### src/rtl/pwm_duty_decoder_if.sv
// rtl/pwm_duty_decoder_if.sv - PWM input line and duty measurement results bundle
interface pwm_duty_decoder_if #(
    parameter int CNT_W = 16
);
    logic             pwm_in;
    logic [3:0]       duty_out;
    logic             duty_valid;
    logic [CNT_W-1:0] period_out;
    logic [CNT_W-1:0] high_out;
    logic             stuck;
    logic             overrun;

    // decoder side: samples the line, drives the results
    modport master (
        input  pwm_in,
        output duty_out, duty_valid, period_out, high_out, stuck, overrun
    );

    // environment side: drives the line, consumes the results
    modport slave (
        output pwm_in,
        input  duty_out, duty_valid, period_out, high_out, stuck, overrun
    );
endinterface

### src/rtl/pwm_duty_decoder.sv
// rtl/pwm_duty_decoder.sv - PWM period/high-time measurement and duty-in-tenths decoder (optional PWM_DEC_GLITCH_FILTER_EN)
module pwm_duty_decoder #(
    parameter int CNT_W   = 16,
    parameter int TIMEOUT = 65535
) (
    input  logic                    clk,
    input  logic                    rst_n,
    input  logic                    ena,
    pwm_duty_decoder_if.master      bus
);
    localparam int NW = CNT_W + 4;
    localparam logic [CNT_W-1:0] TIMEOUT_C = CNT_W'(TIMEOUT);

    typedef enum logic [1:0] {ARM, MEASURE, DIVIDE} state_t;

    logic sync1_q, sync1_d, sync2_q, sync2_d, pwm_d_q, pwm_d_d;
    logic pwm_s, rise;
    state_t state_q, state_d;
    logic [CNT_W-1:0] period_cnt_q, period_cnt_d, high_cnt_q, high_cnt_d;
    logic [CNT_W-1:0] period_inc, high_inc;
    logic [CNT_W-1:0] p_q, p_d, h_q, h_d;
    logic [NW-1:0]    rem_q, rem_d, trial;
    logic [3:0]       quo_q, quo_d, quo_next;
    logic [1:0]       step_q, step_d;
    logic [3:0]       duty_q, duty_d;
    logic [CNT_W-1:0] period_out_q, period_out_d, high_out_q, high_out_d;
    logic             valid_q, valid_d, stuck_q, stuck_d, overrun_q, overrun_d;

    // two-FF synchronizer plus the edge-detect delay, all frozen while disabled
    always_comb begin
        sync1_d = sync1_q;
        sync2_d = sync2_q;
        pwm_d_d = pwm_d_q;
        if (ena) begin
            sync1_d = bus.pwm_in;
            sync2_d = sync1_q;
            pwm_d_d = pwm_s;
        end
    end

`ifdef PWM_DEC_GLITCH_FILTER_EN
    logic sync3_q, sync3_d, filt_q, filt_d;

    // accept a new level only once three successive synchronized samples agree
    always_comb begin
        sync3_d = sync3_q;
        filt_d  = filt_q;
        if (ena) begin
            sync3_d = sync2_q;
            if ((sync1_q == sync2_q) && (sync2_q == sync3_q))
                filt_d = sync2_q;
        end
    end

    // filter state registers
    always_ff @(posedge clk or negedge rst_n) begin
        if (!rst_n) begin
            sync3_q <= 1'b0;
            filt_q  <= 1'b0;
        end else begin
            sync3_q <= sync3_d;
            filt_q  <= filt_d;
        end
    end

    assign pwm_s = filt_q;
`else
    assign pwm_s = sync2_q;
`endif

    assign rise       = pwm_s & ~pwm_d_q;
    assign period_inc = (period_cnt_q == '1) ? period_cnt_q : period_cnt_q + 1'b1;
    assign high_inc   = (high_cnt_q == '1) ? high_cnt_q : high_cnt_q + 1'b1;

    // measurement FSM, restoring divider and result registers
    always_comb begin
        state_d      = state_q;
        period_cnt_d = period_cnt_q;
        high_cnt_d   = high_cnt_q;
        p_d          = p_q;
        h_d          = h_q;
        rem_d        = rem_q;
        quo_d        = quo_q;
        step_d       = step_q;
        duty_d       = duty_q;
        period_out_d = period_out_q;
        high_out_d   = high_out_q;
        valid_d      = 1'b0;
        stuck_d      = stuck_q;
        overrun_d    = overrun_q;
        trial        = NW'(p_q) << step_q;
        quo_next     = quo_q;
        if (ena) begin
            period_cnt_d = period_inc;
            if (pwm_s)
                high_cnt_d = high_inc;
            case (state_q)
                ARM: begin
                    if (rise) begin
                        period_cnt_d = CNT_W'(1);
                        high_cnt_d   = CNT_W'(1);
                        state_d      = MEASURE;
                    end else if ((period_cnt_q >= TIMEOUT_C) && !stuck_q) begin
                        duty_d       = pwm_s ? 4'd10 : 4'd0;
                        period_out_d = '0;
                        high_out_d   = '0;
                        stuck_d      = 1'b1;
                        valid_d      = 1'b1;
                    end
                end
                MEASURE: begin
                    if (rise) begin
                        p_d          = period_cnt_q;
                        h_d          = high_cnt_q;
                        rem_d        = (NW'(high_cnt_q) << 3) + (NW'(high_cnt_q) << 1)
                                     + NW'(period_cnt_q >> 1);
                        quo_d        = 4'd0;
                        step_d       = 2'd3;
                        period_cnt_d = CNT_W'(1);
                        high_cnt_d   = CNT_W'(1);
                        state_d      = DIVIDE;
                    end else if (period_cnt_q >= TIMEOUT_C) begin
                        duty_d       = pwm_s ? 4'd10 : 4'd0;
                        period_out_d = '0;
                        high_out_d   = '0;
                        stuck_d      = 1'b1;
                        valid_d      = 1'b1;
                        state_d      = ARM;
                    end
                end
                DIVIDE: begin
                    if (rem_q >= trial) begin
                        rem_d            = rem_q - trial;
                        quo_next[step_q] = 1'b1;
                    end
                    quo_d = quo_next;
                    if (step_q == 2'd0) begin
                        duty_d       = (quo_next > 4'd10) ? 4'd10 : quo_next;
                        period_out_d = p_q;
                        high_out_d   = h_q;
                        stuck_d      = 1'b0;
                        valid_d      = 1'b1;
                        state_d      = MEASURE;
                    end else begin
                        step_d = step_q - 2'd1;
                    end
                    // a period that ends while dividing is lost, but timing restarts
                    if (rise) begin
                        overrun_d    = 1'b1;
                        period_cnt_d = CNT_W'(1);
                        high_cnt_d   = CNT_W'(1);
                    end
                end
                default: state_d = ARM;
            endcase
        end
    end

    // state registers
    always_ff @(posedge clk or negedge rst_n) begin
        if (!rst_n) begin
            sync1_q      <= 1'b0;
            sync2_q      <= 1'b0;
            pwm_d_q      <= 1'b0;
            state_q      <= ARM;
            period_cnt_q <= '0;
            high_cnt_q   <= '0;
            p_q          <= '0;
            h_q          <= '0;
            rem_q        <= '0;
            quo_q        <= '0;
            step_q       <= '0;
            duty_q       <= '0;
            period_out_q <= '0;
            high_out_q   <= '0;
            valid_q      <= 1'b0;
            stuck_q      <= 1'b0;
            overrun_q    <= 1'b0;
        end else begin
            sync1_q      <= sync1_d;
            sync2_q      <= sync2_d;
            pwm_d_q      <= pwm_d_d;
            state_q      <= state_d;
            period_cnt_q <= period_cnt_d;
            high_cnt_q   <= high_cnt_d;
            p_q          <= p_d;
            h_q          <= h_d;
            rem_q        <= rem_d;
            quo_q        <= quo_d;
            step_q       <= step_d;
            duty_q       <= duty_d;
            period_out_q <= period_out_d;
            high_out_q   <= high_out_d;
            valid_q      <= valid_d;
            stuck_q      <= stuck_d;
            overrun_q    <= overrun_d;
        end
    end

    assign bus.duty_out   = duty_q;
    assign bus.duty_valid = valid_q & ena;
    assign bus.period_out = period_out_q;
    assign bus.high_out   = high_out_q;
    assign bus.stuck      = stuck_q;
    assign bus.overrun    = overrun_q;
endmodule
### src/flat_wrapper.sv
// flat-port wrapper written by rule: the top's interface ports become plain ports
module pwm_duty_decoder_flat 
#(
    parameter int CNT_W   = 16,
    parameter int TIMEOUT = 65535
)
  (clk, rst_n, ena, bus_pwm_in, bus_duty_out, bus_duty_valid, bus_period_out, bus_high_out, bus_stuck, bus_overrun);
  pwm_duty_decoder_if #(.CNT_W(CNT_W)) bus_i ();
  input  logic clk;
  input  logic rst_n;
  input  logic ena;
  input wire logic [$bits(bus_i.pwm_in)-1:0] bus_pwm_in;
  output wire logic [$bits(bus_i.duty_out)-1:0] bus_duty_out;
  output wire logic [$bits(bus_i.duty_valid)-1:0] bus_duty_valid;
  output wire logic [$bits(bus_i.period_out)-1:0] bus_period_out;
  output wire logic [$bits(bus_i.high_out)-1:0] bus_high_out;
  output wire logic [$bits(bus_i.stuck)-1:0] bus_stuck;
  output wire logic [$bits(bus_i.overrun)-1:0] bus_overrun;
  assign bus_i.pwm_in = bus_pwm_in;
  assign bus_duty_out = bus_i.duty_out;
  assign bus_duty_valid = bus_i.duty_valid;
  assign bus_period_out = bus_i.period_out;
  assign bus_high_out = bus_i.high_out;
  assign bus_stuck = bus_i.stuck;
  assign bus_overrun = bus_i.overrun;
  pwm_duty_decoder #(.CNT_W(CNT_W), .TIMEOUT(TIMEOUT)) u_core (.clk(clk), .rst_n(rst_n), .ena(ena), .bus(bus_i));
endmodule
### config.mk
export PLATFORM = sky130hd
export DESIGN_NAME = pwm_duty_decoder_flat
export DESIGN_NICKNAME = d
export VERILOG_FILES = /design/src/rtl/pwm_duty_decoder_if.sv /design/src/rtl/pwm_duty_decoder.sv /design/src/flat_wrapper.sv
export SDC_FILE = /design/constraint.sdc
export NUM_CORES = 1
export LEC_CHECK = 0
export CORE_ASPECT_RATIO = 1.1
export CORE_UTILIZATION = 42
export CTS_CLUSTER_SIZE = 12
export DETAILED_ROUTE_END_ITERATION = 6
export PLACE_DENSITY_LB_ADDON = 0.15
export SLEW_MARGIN = 10
export SYNTH_ARGS = -nofsm -noshare
export SYNTH_HDL_FRONTEND = slang
export SYNTH_SLANG_ARGS = --single-unit
### constraint.sdc
create_clock -name clk -period 4.2 [get_ports clk]
set_input_delay 0.42 -clock clk [delete_from_list [all_inputs] [get_ports clk]]
set_output_delay 0.42 -clock clk [all_outputs]
set_load 0.01 [all_outputs]
# Word level (Yosys, flattened, before mapping)
# Index checks and enable logic that the tools add are counted.
# classes
addsub	6
n_bitwise	4
mux	54
magnitude_cmp	5
eq_ne	14
reduce_logical	15
shifts	1
# ops
cell	n
$mux 16	13
$pmux 16 s3	2
$mux 4	11
$mux 20	2
$pmux 20 s2	1
$add 16x1->16 const B	2
$eq 16x16->1 const B	2
$add 19x17->20	1
$add 20x15->20	1
$ge 20x20->1	1
$shl 16x2->20	1
$sub 20x20->20	1
$ge 16x16->1 const B	1
$mux 1	12
$mux 2	6
$ne 2x1->1 const B	6
$pmux 4 s3	1
$reduce_and 4->1	3
$reduce_and 3->1	3
$pmux 4 s2	1
$reduce_and 7->1	1
$ne 2x2->1 const B	3
$pmux 1 s3	2
$pmux 2 s3	1
other kinds (18)	21
# word_totals
register_bits	134

# Longest topological paths before layout
# Gate-level depths: netlist (run 1).
# depth
depth_word	12
mapped_depth	15

# Worst setup path after synthesis (run 1)
# OpenSTA, ideal clock, no wires.
# synth_timing
path_kind	reg2reg
from	reg u_core.step_q[0]
to	reg u_core.rem_q[19]
arrival_ps	3420
synth_period_minus_slack_ps	3485
path_slack_ps	715
setup_time_ps	64
stages_incl_launch_ff	14
path_cell_list	dfrtp_1 -> buf_1 -> clkinv_1 -> and3_1 -> ha_1 -> fa_1 -> nor2b_1 -> o31ai_2 -> a21oi_2 -> o211ai_4 -> a21o_1 -> or3_1 -> mux2i_1 -> a211o_1
# synth_via
elab_chain_len	4
# synth_lines
element	line	text
start, declared	pwm_duty_decoder.sv:24	logic [1:0] step_q, step_d;
start signal, assigned	pwm_duty_decoder.sv:190	step_q <= step_d;
$shl 16x2->20 *	pwm_duty_decoder.sv:91	trial = NW'(p_q) << step_q;
$sub 20x20->20 or $ge 20x20->1 (tied branches)	pwm_duty_decoder.sv:133, pwm_duty_decoder.sv:132	
$mux 20 or $ne 2x1->1 (tied branches)	n/a	
$pmux 20 s2 or $reduce_and 4->1 (tied branches)	n/a	
end signal, assigned	pwm_duty_decoder.sv:188	rem_q <= rem_d;
end, declared	pwm_duty_decoder.sv:22	logic [NW-1:0] rem_q, rem_d, trial;
# Every way passes the cells marked *; elsewhere a longest branch is shown, timed or not. The select of a mux whose other input is x is not followed.
# A chain may end at the register's enable or synchronous reset.

# Worst setup path after layout (run 1)
# layout_timing
from	reg u_core.step_q[1]
to	reg u_core.duty_q[1], in the netlist u_core.bus.duty_out[1]
# layout_via
elab_chain_len	12
# layout_lines
element	line	text
branches (longest 12 deep; another with $ge 20x20->1)	n/a	
end signal, assigned	pwm_duty_decoder.sv:191	duty_q <= duty_d;
end, declared	pwm_duty_decoder.sv:25	logic [3:0] duty_q, duty_d;
# Parallel ways; which one is timed is not known. The select of a mux whose other input is x is not followed.

==> results.py, run 1 <==
metrics = {
    "sta": {
        "fin_skew_ns": 0.008371,
        "slew_headroom_pct": 45.34,
        "tns_ns": 0,
        "timing.final.crit_period_ns": 3.441,
        "final_hold_viol_count": 0,
        "tightest_slew_ns": 0.8199,
        "maxSlewViolCount": 0,
        "finalCritPeriodShare_pct": 81.93,
        "setup_violations": 0,
        "rsz0062_at_grt": "no",
        "fmax_ghz": 0.2906,
    },
    "status": {
        "status": "complete, but fails checks",
        "violations": "DRC",
    },
    "global_route": {
        "gr-total-overflow": 0,
        "grt_first_pass_wirelength_um": 35850,
        "grt_max_degree": 75,
        "track_usage_pct": 21.93,
        "first_global_vias": 6483,
        "antenna_found_initial": 0,
    },
    "pwr": {
        "combPwrFrac_pct": 47.3,
        "p_per_area_nw_per_um2": 641.9,
        "netSwitchingFraction_pct": 42.70,
        "p_int_mw": 3.629,
        "clkPwrFrac_pct": 24.7,
        "peakVddDrop_mv": 0.2835,
        "seq_power_share_pct": 28.0,
        "p_leak_nw": 4.493,
        "p_switching_mw": 2.704,
    },
    "logic_synthesis": {
        "synth-compound-area-share_pct": 18.49,
        "synth_mux_area_share_pct": 8.210,
        "yosysUniqueCellTypes": 73,
        "synth_flop_cell": "dfrtp_1",
        "synth_xor_area_share_pct": 4.257,
        "yosysWarnings": 0,
        "syn-instance-count": 901,
        "synthAdderAreaFrac_pct": 10.34,
        "synth_top_family_by_area": "compound AO/OA/AOI/OAI gates",
        "synth_edf_count": 0,
        "ys_async_sr_fraction_pct": 100.0,
        "synth_nets": 968,
        "ys_seq_area_share_pct": 38.81,
        "synth_area_per_cell_um2": 9.590,
        "yosys.area_share.simple_pct": 16.04,
        "ys_ff_latch": 134,
        "netlist_area_um2": 8641,
    },
    "detailed_routing": {
        "wirelength_um": 22060,
        "detail-route-antenna-nets": 0,
        "drtIter0Drc": 535,
        "drc": 5,
        "vias": 6738,
        "dr.pass1.iters": 7,
        "wire_per_inst_um": 18.40,
        "vias_per_cell": 5.620,
    },
    "cts": {
        "cts_made_buffers": 17,
        "post-cts-setup-buffer-count": 0,
        "h-tree-depth": 4,
        "tritoncts": "yes",
        "clock_latency_ns": 0.43,
        "clkSinkCount": 134,
        "ctsResizeCount": 0,
        "cts_buffer_depth": 2,
        "clk_pin_slew_ns": 0.06,
        "cts-root-buf": "clkbuf_16",
        "hold_buffers": 0,
    },
    "layout": {
        "drive_gt1_share_pct": 14.26,
        "fin_nets": 1001,
        "final_common_cell": "dfrtp_1",
        "fin_cells": 1199,
        "mostFrequentLayoutCells": "dfrtp_1, nand2_1, a21oi_1, nor2_1, ha_1",
        "area_growth_pct": 14.19,
        "n_antenna_cell": 0,
    },
    "die": {
        "die_w_um": 138.8,
        "die_area_um2": 21150,
        "die_h_um": 152.4,
        "start_util_pct": 43.21,
        "ioPinCount": 43,
        "core_um2": 20000,
        "std_cell_rows": 54,
    },
    "setup_path": {
        "path_max_fanout": 18,
        "end_kind": "flop",
        "critPathRequiredTime_ns": 4.49,
        "critPathKind": "reg2reg",
        "cp-start-kind": "flop",
        "worstPathArrival_ns": 3.73,
    },
    "placement": {
        "gp_congestion": 0.8667,
        "dp.cells": 1167,
        "dp_hpwl_um": 16120,
        "io_buffers": 42,
    },
    "worst_hold_path": {
        "hold_class": "in2async",
    },
    "job": {
        "drv_cap": 0,
    },
}
-- cells in the mapped netlist, types with 3 or more instances --
| library cell | instances | share of area, % |
|---|---|---|
| nand2b_1 | 9 | 0.65 |
| o21bai_1 | 4 | 0.35 |
| o31ai_1 | 10 | 0.87 |
| nand2_1 | 128 | 5.6 |
| buf_1 | 4 | 0.17 |
| o21ai_2 | 23 | 2.3 |
| mux2i_1 | 9 | 1.0 |
| nor2_1 | 63 | 2.7 |
| fa_1 | 14 | 3.2 |
| and4_1 | 4 | 0.41 |
| nor2b_1 | 9 | 0.65 |
| a211o_1 | 6 | 0.61 |
| buf_6 | 8 | 1.0 |
| ha_1 | 49 | 7.1 |
| o21ai_1 | 13 | 0.75 |
| nand4_1 | 16 | 1.2 |
| a41oi_1 | 3 | 0.30 |
| o21ai_0 | 29 | 1.7 |
| a211oi_1 | 7 | 0.61 |
| xnor2_1 | 18 | 1.8 |
| inv_1 | 29 | 1.3 |
| a21o_1 | 14 | 1.2 |
| a21oi_1 | 66 | 3.8 |
| a31oi_1 | 11 | 0.80 |
| mux4_2 | 8 | 2.1 |
| xor2_1 | 24 | 2.4 |
| and3_1 | 11 | 0.80 |
| o21a_1 | 5 | 0.43 |
| dfrtp_1 | 134 | 39 |
| nand3_1 | 29 | 1.7 |
| o211ai_1 | 7 | 0.61 |
| nor3_1 | 14 | 0.81 |
| and2_1 | 7 | 0.51 |
| a21oi_2 | 3 | 0.30 |
| clkbuf_1 | 27 | 1.2 |
| mux2_2 | 39 | 5.1 |
-- sequential cells by signal, indices dropped and copies added (netlist names), 2 cells and up --
register,cells
u_core.step_q,2
u_core.period_cnt_q,16
u_core.bus.period_out,16
u_core.p_q,16
u_core.bus.high_out,16
u_core.h_q,16
u_core.rem_q,20
u_core.quo_q,4
u_core.state_q,2
u_core.high_cnt_q,16
u_core.bus.duty_out,4
-- layer usage --
metal  vias to the layer above  routed length (µm)  track usage (%)
met1                      3274               10130            28.73
met4                         0                 357            5.979
met2                       125               10850            37.28
met3                        24                 728            3.865
met5                         -                   0                0
li1                       3315                   -                -
-- cell type report --
cell class / instances / area (µm²)
clock buffers: 17 / 425.4
clock inverters: 15 / 178.9
fillers: 1863 / 10130
inverters: 31 / 116.4
multi-input cells: 695 / 4959
flip-flops and latches: 134 / 3353
well taps: 252 / 315.3
repair buffers: 55 / 519.2
-- logic make-up after synthesis --
| family | after synthesis |
|---|---|
| and+or+nand+nor | 302 |
| xor gates and xnor gates | 42 |
| AOI/OAI and AO/OA | 232 |
| muxes | 56 |
| adders and majority gates | 63 |
| DFF | 134 |
| buffers and inverters | 72 |
-- final timing paths --
kind / from / endpoint / slack (ns) / cells after the start
max: u_core.step_q[1] / u_core.bus.duty_out[1] / 0.76 / 12
min: rst_n / u_core.high_cnt_q[0] / 0.006 / 1
max reg2reg: u_core.step_q[1] / u_core.bus.duty_out[1] / 0.76 / 12
min reg2reg: u_core.bus.high_out[7] / u_core.bus.high_out[7] / 0.48 / 2
max in group asynchronous: rst_n / u_core.bus.period_out[10] / 3.28 / 2
min in group clk: u_core.bus.high_out[7] / u_core.bus.high_out[7] / 0.48 / 2
-- worst max-delay path: stages, from the launching register on --
cell	delay, ns
dfrtp_1	0.53
buf_4	0.31
mux4_2	0.34
inv_1	0.09
ha_1	0.28
a21oi_1	0.17
o21ai_1	0.19
o21bai_1	0.27
o211ai_4	0.27
a21oi_2	0.14
o31ai_1	0.42
o22a_1	0.24
o21ai_2	0.05
-- through the flow --
| stage | util [%] | area [µm²] | hold WS [ns] | total power [mW] | setup slack, ns |
|---|---|---|---|---|---|
| 2_1_floorplan | - | 8641 | 0.1244 | 4.081 | 0.7155 |
| 3_3_place_gp | 46.32 | 9263 | 0.4612 | 4.779 | 0.7988 |
| 3_5_place_dp | 46.32 | 9263 | 0.4664 | 4.762 | 0.8366 |
| 4_1_cts | 49.34 | 9867 | 0.04005 | 6.360 | 0.8028 |
| 5_1_grt | 49.34 | 9867 | 0.06355 | 6.781 | 0.5546 |
| 6_report | 49.34 | 9867 | 0.005692 | 6.334 | 0.7589 |
-- power by group through the flow --
stage,combinational [mW],sequential [mW],clock [mW]
CTS,2.99,1.78,1.59
detailed placement,2.96,1.80,0
global placement,2.98,1.80,0
global route,3.34,1.81,1.64
floorplan,2.37,1.71,0
finish,3.00,1.77,1.56
(Power assumes the default switching activity.)
==> run 2, diff against run 1 <==
==> constraint.sdc (replaced) <==
create_clock -name clk -period 3 [get_ports clk]
set_input_delay 0.3 -clock clk [delete_from_list [all_inputs] [get_ports clk]]
set_output_delay 0.3 -clock clk [all_outputs]
set_load 0.01 [all_outputs]
==> run 2 against run 1 <==
  * The run still ends with DRC left
  * Sequential share of layout area shrank 4.2 points
  * Clock skew grew 0.0032 ns
  * Die area is the same
  * Worst setup slack lost 0.74 ns
  * Fmax grew 15%
  * Largest power group unchanged
  * Count of clock-buffer cells in the layout grew 1
==> results.py, run 2 (synthesis gave the netlist of run 1 again) <==
metrics = {
    "status": {
        "status": "complete, but fails checks",
        "violations": "DRC",
    },
    "cts": {
        "cts-root-buf": "clkbuf_16",
        "clkSinkCount": 134,
        "cts_buffer_depth": 2,
        "cts_made_buffers": 17,
        "clock_latency_ns": 0.43,
        "clk_pin_slew_ns": 0.07,
        "tritoncts": "yes",
        "h-tree-depth": 4,
    },
    "pwr": {
        "p_int_mw": 6.243,
        "power.total_mw": 10.62,
        "peakVddDrop_mv": 0.4794,
        "combPwrFrac_pct": 56.1,
        "clkPwrFrac_pct": 21.0,
        "p_per_area_nw_per_um2": 942.9,
        "seq_power_share_pct": 23.0,
        "p_leak_nw": 5.188,
        "netSwitchingFraction_pct": 41.21,
        "p_switching_mw": 4.377,
    },
    "sta": {
        "fin_hold_ws_ns": 0.4747,
        "tightest_slew_ns": 0.8218,
        "fin_skew_ns": 0.01162,
        "fmax_ghz": 0.3354,
        "setup_violations": 0,
        "finalCritPeriodShare_pct": 99.37,
        "rsz0062_at_grt": "yes",
        "fin_ws_ns": 0.01877,
        "final_hold_viol_count": 0,
        "tns_ns": 0,
        "timing.final.crit_period_ns": 2.981,
        "maxSlewViolCount": 0,
        "slew_headroom_pct": 45.22,
    },
    "layout": {
        "final_area_um2": 11260,
        "final_common_cell": "dfrtp_1",
        "fin_cells": 1321,
        "mostFrequentLayoutCells": "dfrtp_1, nand2_1, buf_4, a21oi_1, nor2_1",
        "regArea_um2": 3357,
        "fin_nets": 1123,
        "fin_util_pct": 56.32,
        "regMostFlops": "u_core.rem_q",
        "drive_gt1_share_pct": 29.56,
        "n_antenna_cell": 0,
        "largest_register_ffs": 20,
        "multi_input_area_um2": 5338,
        "area_growth_pct": 30.35,
        "fillerInstances": 1773,
    },
    "setup_path": {
        "reg2regPathDepth": 15,
        "r2r_setup_slack_ns": 0.02,
        "cp-start-kind": "flop",
        "worstReg2RegStart": "u_core.step_q[1]",
        "worstPathArrival_ns": 3.30,
        "reg2reg_to": "u_core.rem_q[19]",
        "critPathKind": "reg2reg",
        "end_kind": "flop",
        "critPathRequiredTime_ns": 3.32,
        "path_max_fanout": 8,
    },
    "global_route": {
        "gr-total-overflow": 0,
        "first_global_vias": 7237,
        "grt_max_degree": 81,
        "grt_first_pass_wirelength_um": 38470,
        "track_usage_pct": 23.37,
        "antenna_found_initial": 0,
    },
    "worst_hold_path": {
        "hold_path.startpoint": "u_core.bus.high_out[12]",
        "hold_class": "reg2reg",
        "hold_depth": 2,
        "holdPathEnd": "u_core.bus.high_out[12]",
    },
    "placement": {
        "io_buffers": 42,
        "dp_hpwl_um": 17580,
        "post_dp_cell_area_um2": 10080,
        "preCtsSetupSlack_ns": -0.09264,
        "dp.cells": 1270,
        "gp_congestion": 0.8904,
    },
    "die": {
        "die_area_um2": 21150,
        "std_cell_rows": 54,
        "die_h_um": 152.4,
        "die_w_um": 138.8,
        "ioPinCount": 43,
        "start_util_pct": 43.21,
        "core_um2": 20000,
    },
    "detailed_routing": {
        "vias_per_cell": 5.509,
        "drtIter0Drc": 574,
        "detail-route-antenna-nets": 0,
        "drc": 2,
        "vias": 7278,
        "wirelength_um": 24660,
        "dr.pass1.iters": 7,
        "wire_per_inst_um": 18.67,
    },
    "job": {
        "drv_cap": 0,
    },
}
-- run 2: power groups by stage --
stage	registers [mW]	logic (mW)	clock network (mW)
5_1_grt	2.48	6.53	2.32
4_1_cts	2.41	5.26	2.26
3_5_place_dp	2.45	5.03	0
6_report	2.44	5.95	2.22
3_3_place_gp	2.45	5.04	0
2_1_floorplan	2.40	3.33	0
-- run 2: cell type report --
cell class	count	area share, %
clock inverter	14	1.566
sequential	134	29.80
multi-input combinational	695	47.39
timing repair buffer	177	13.49
tap	252	2.799
inverter	31	1.055
clock buffer	18	3.899
-- run 2: routing by layer --
layer  part of all wire, %  up-vias  GRT usage (%)
met4                   2.6        0          6.878
li1                      -     3557              -
met1                    46     3554          30.88
met2                    49      121          39.51
met5                     0        -              0
met3                   2.9       46          3.677
-- run 2: timing repair --
item	4_1_cts	5_1_grt
buffers inserted	9	8
pin swaps	7	33
hold buffers	1	0
gates cloned	0	2
endpoints found under the hold margin	76	0
resized for setup	23	61
endpoints found under the setup margin	16	22
-- run 2: worst max path at each step --
stage	end	slack, ns	startpoint	depth (start not counted)
CTS	u_core.rem_q[16]	-0.01	u_core.high_cnt_q[2]	10
finish	u_core.rem_q[19]	0.02	u_core.step_q[1]	15
detailed placement	u_core.rem_q[16]	-0.09	u_core.step_q[0]	14
global placement	u_core.rem_q[18]	-0.08	u_core.step_q[0]	14
floorplan	u_core.rem_q[19]	0.03	u_core.step_q[0]	15
global route	u_core.rem_q[16]	-0.14	u_core.step_q[1]	16
-- run 2: worst max-delay path, cell delays in order (launching register included) --
cell and delay (ns):
dfrtp_2 0.47, nor2b_1 0.16, a211oi_2 0.06, a21oi_1 0.14
inv_1 0.06, ha_1 0.30, buf_4 0.14, o211a_1 0.19
o31ai_4 0.12, a21oi_4 0.18, o211ai_4 0.16, buf_6 0.16
a21o_1 0.17, buf_4 0.14, buf_4 0.15, a211o_1 0.28
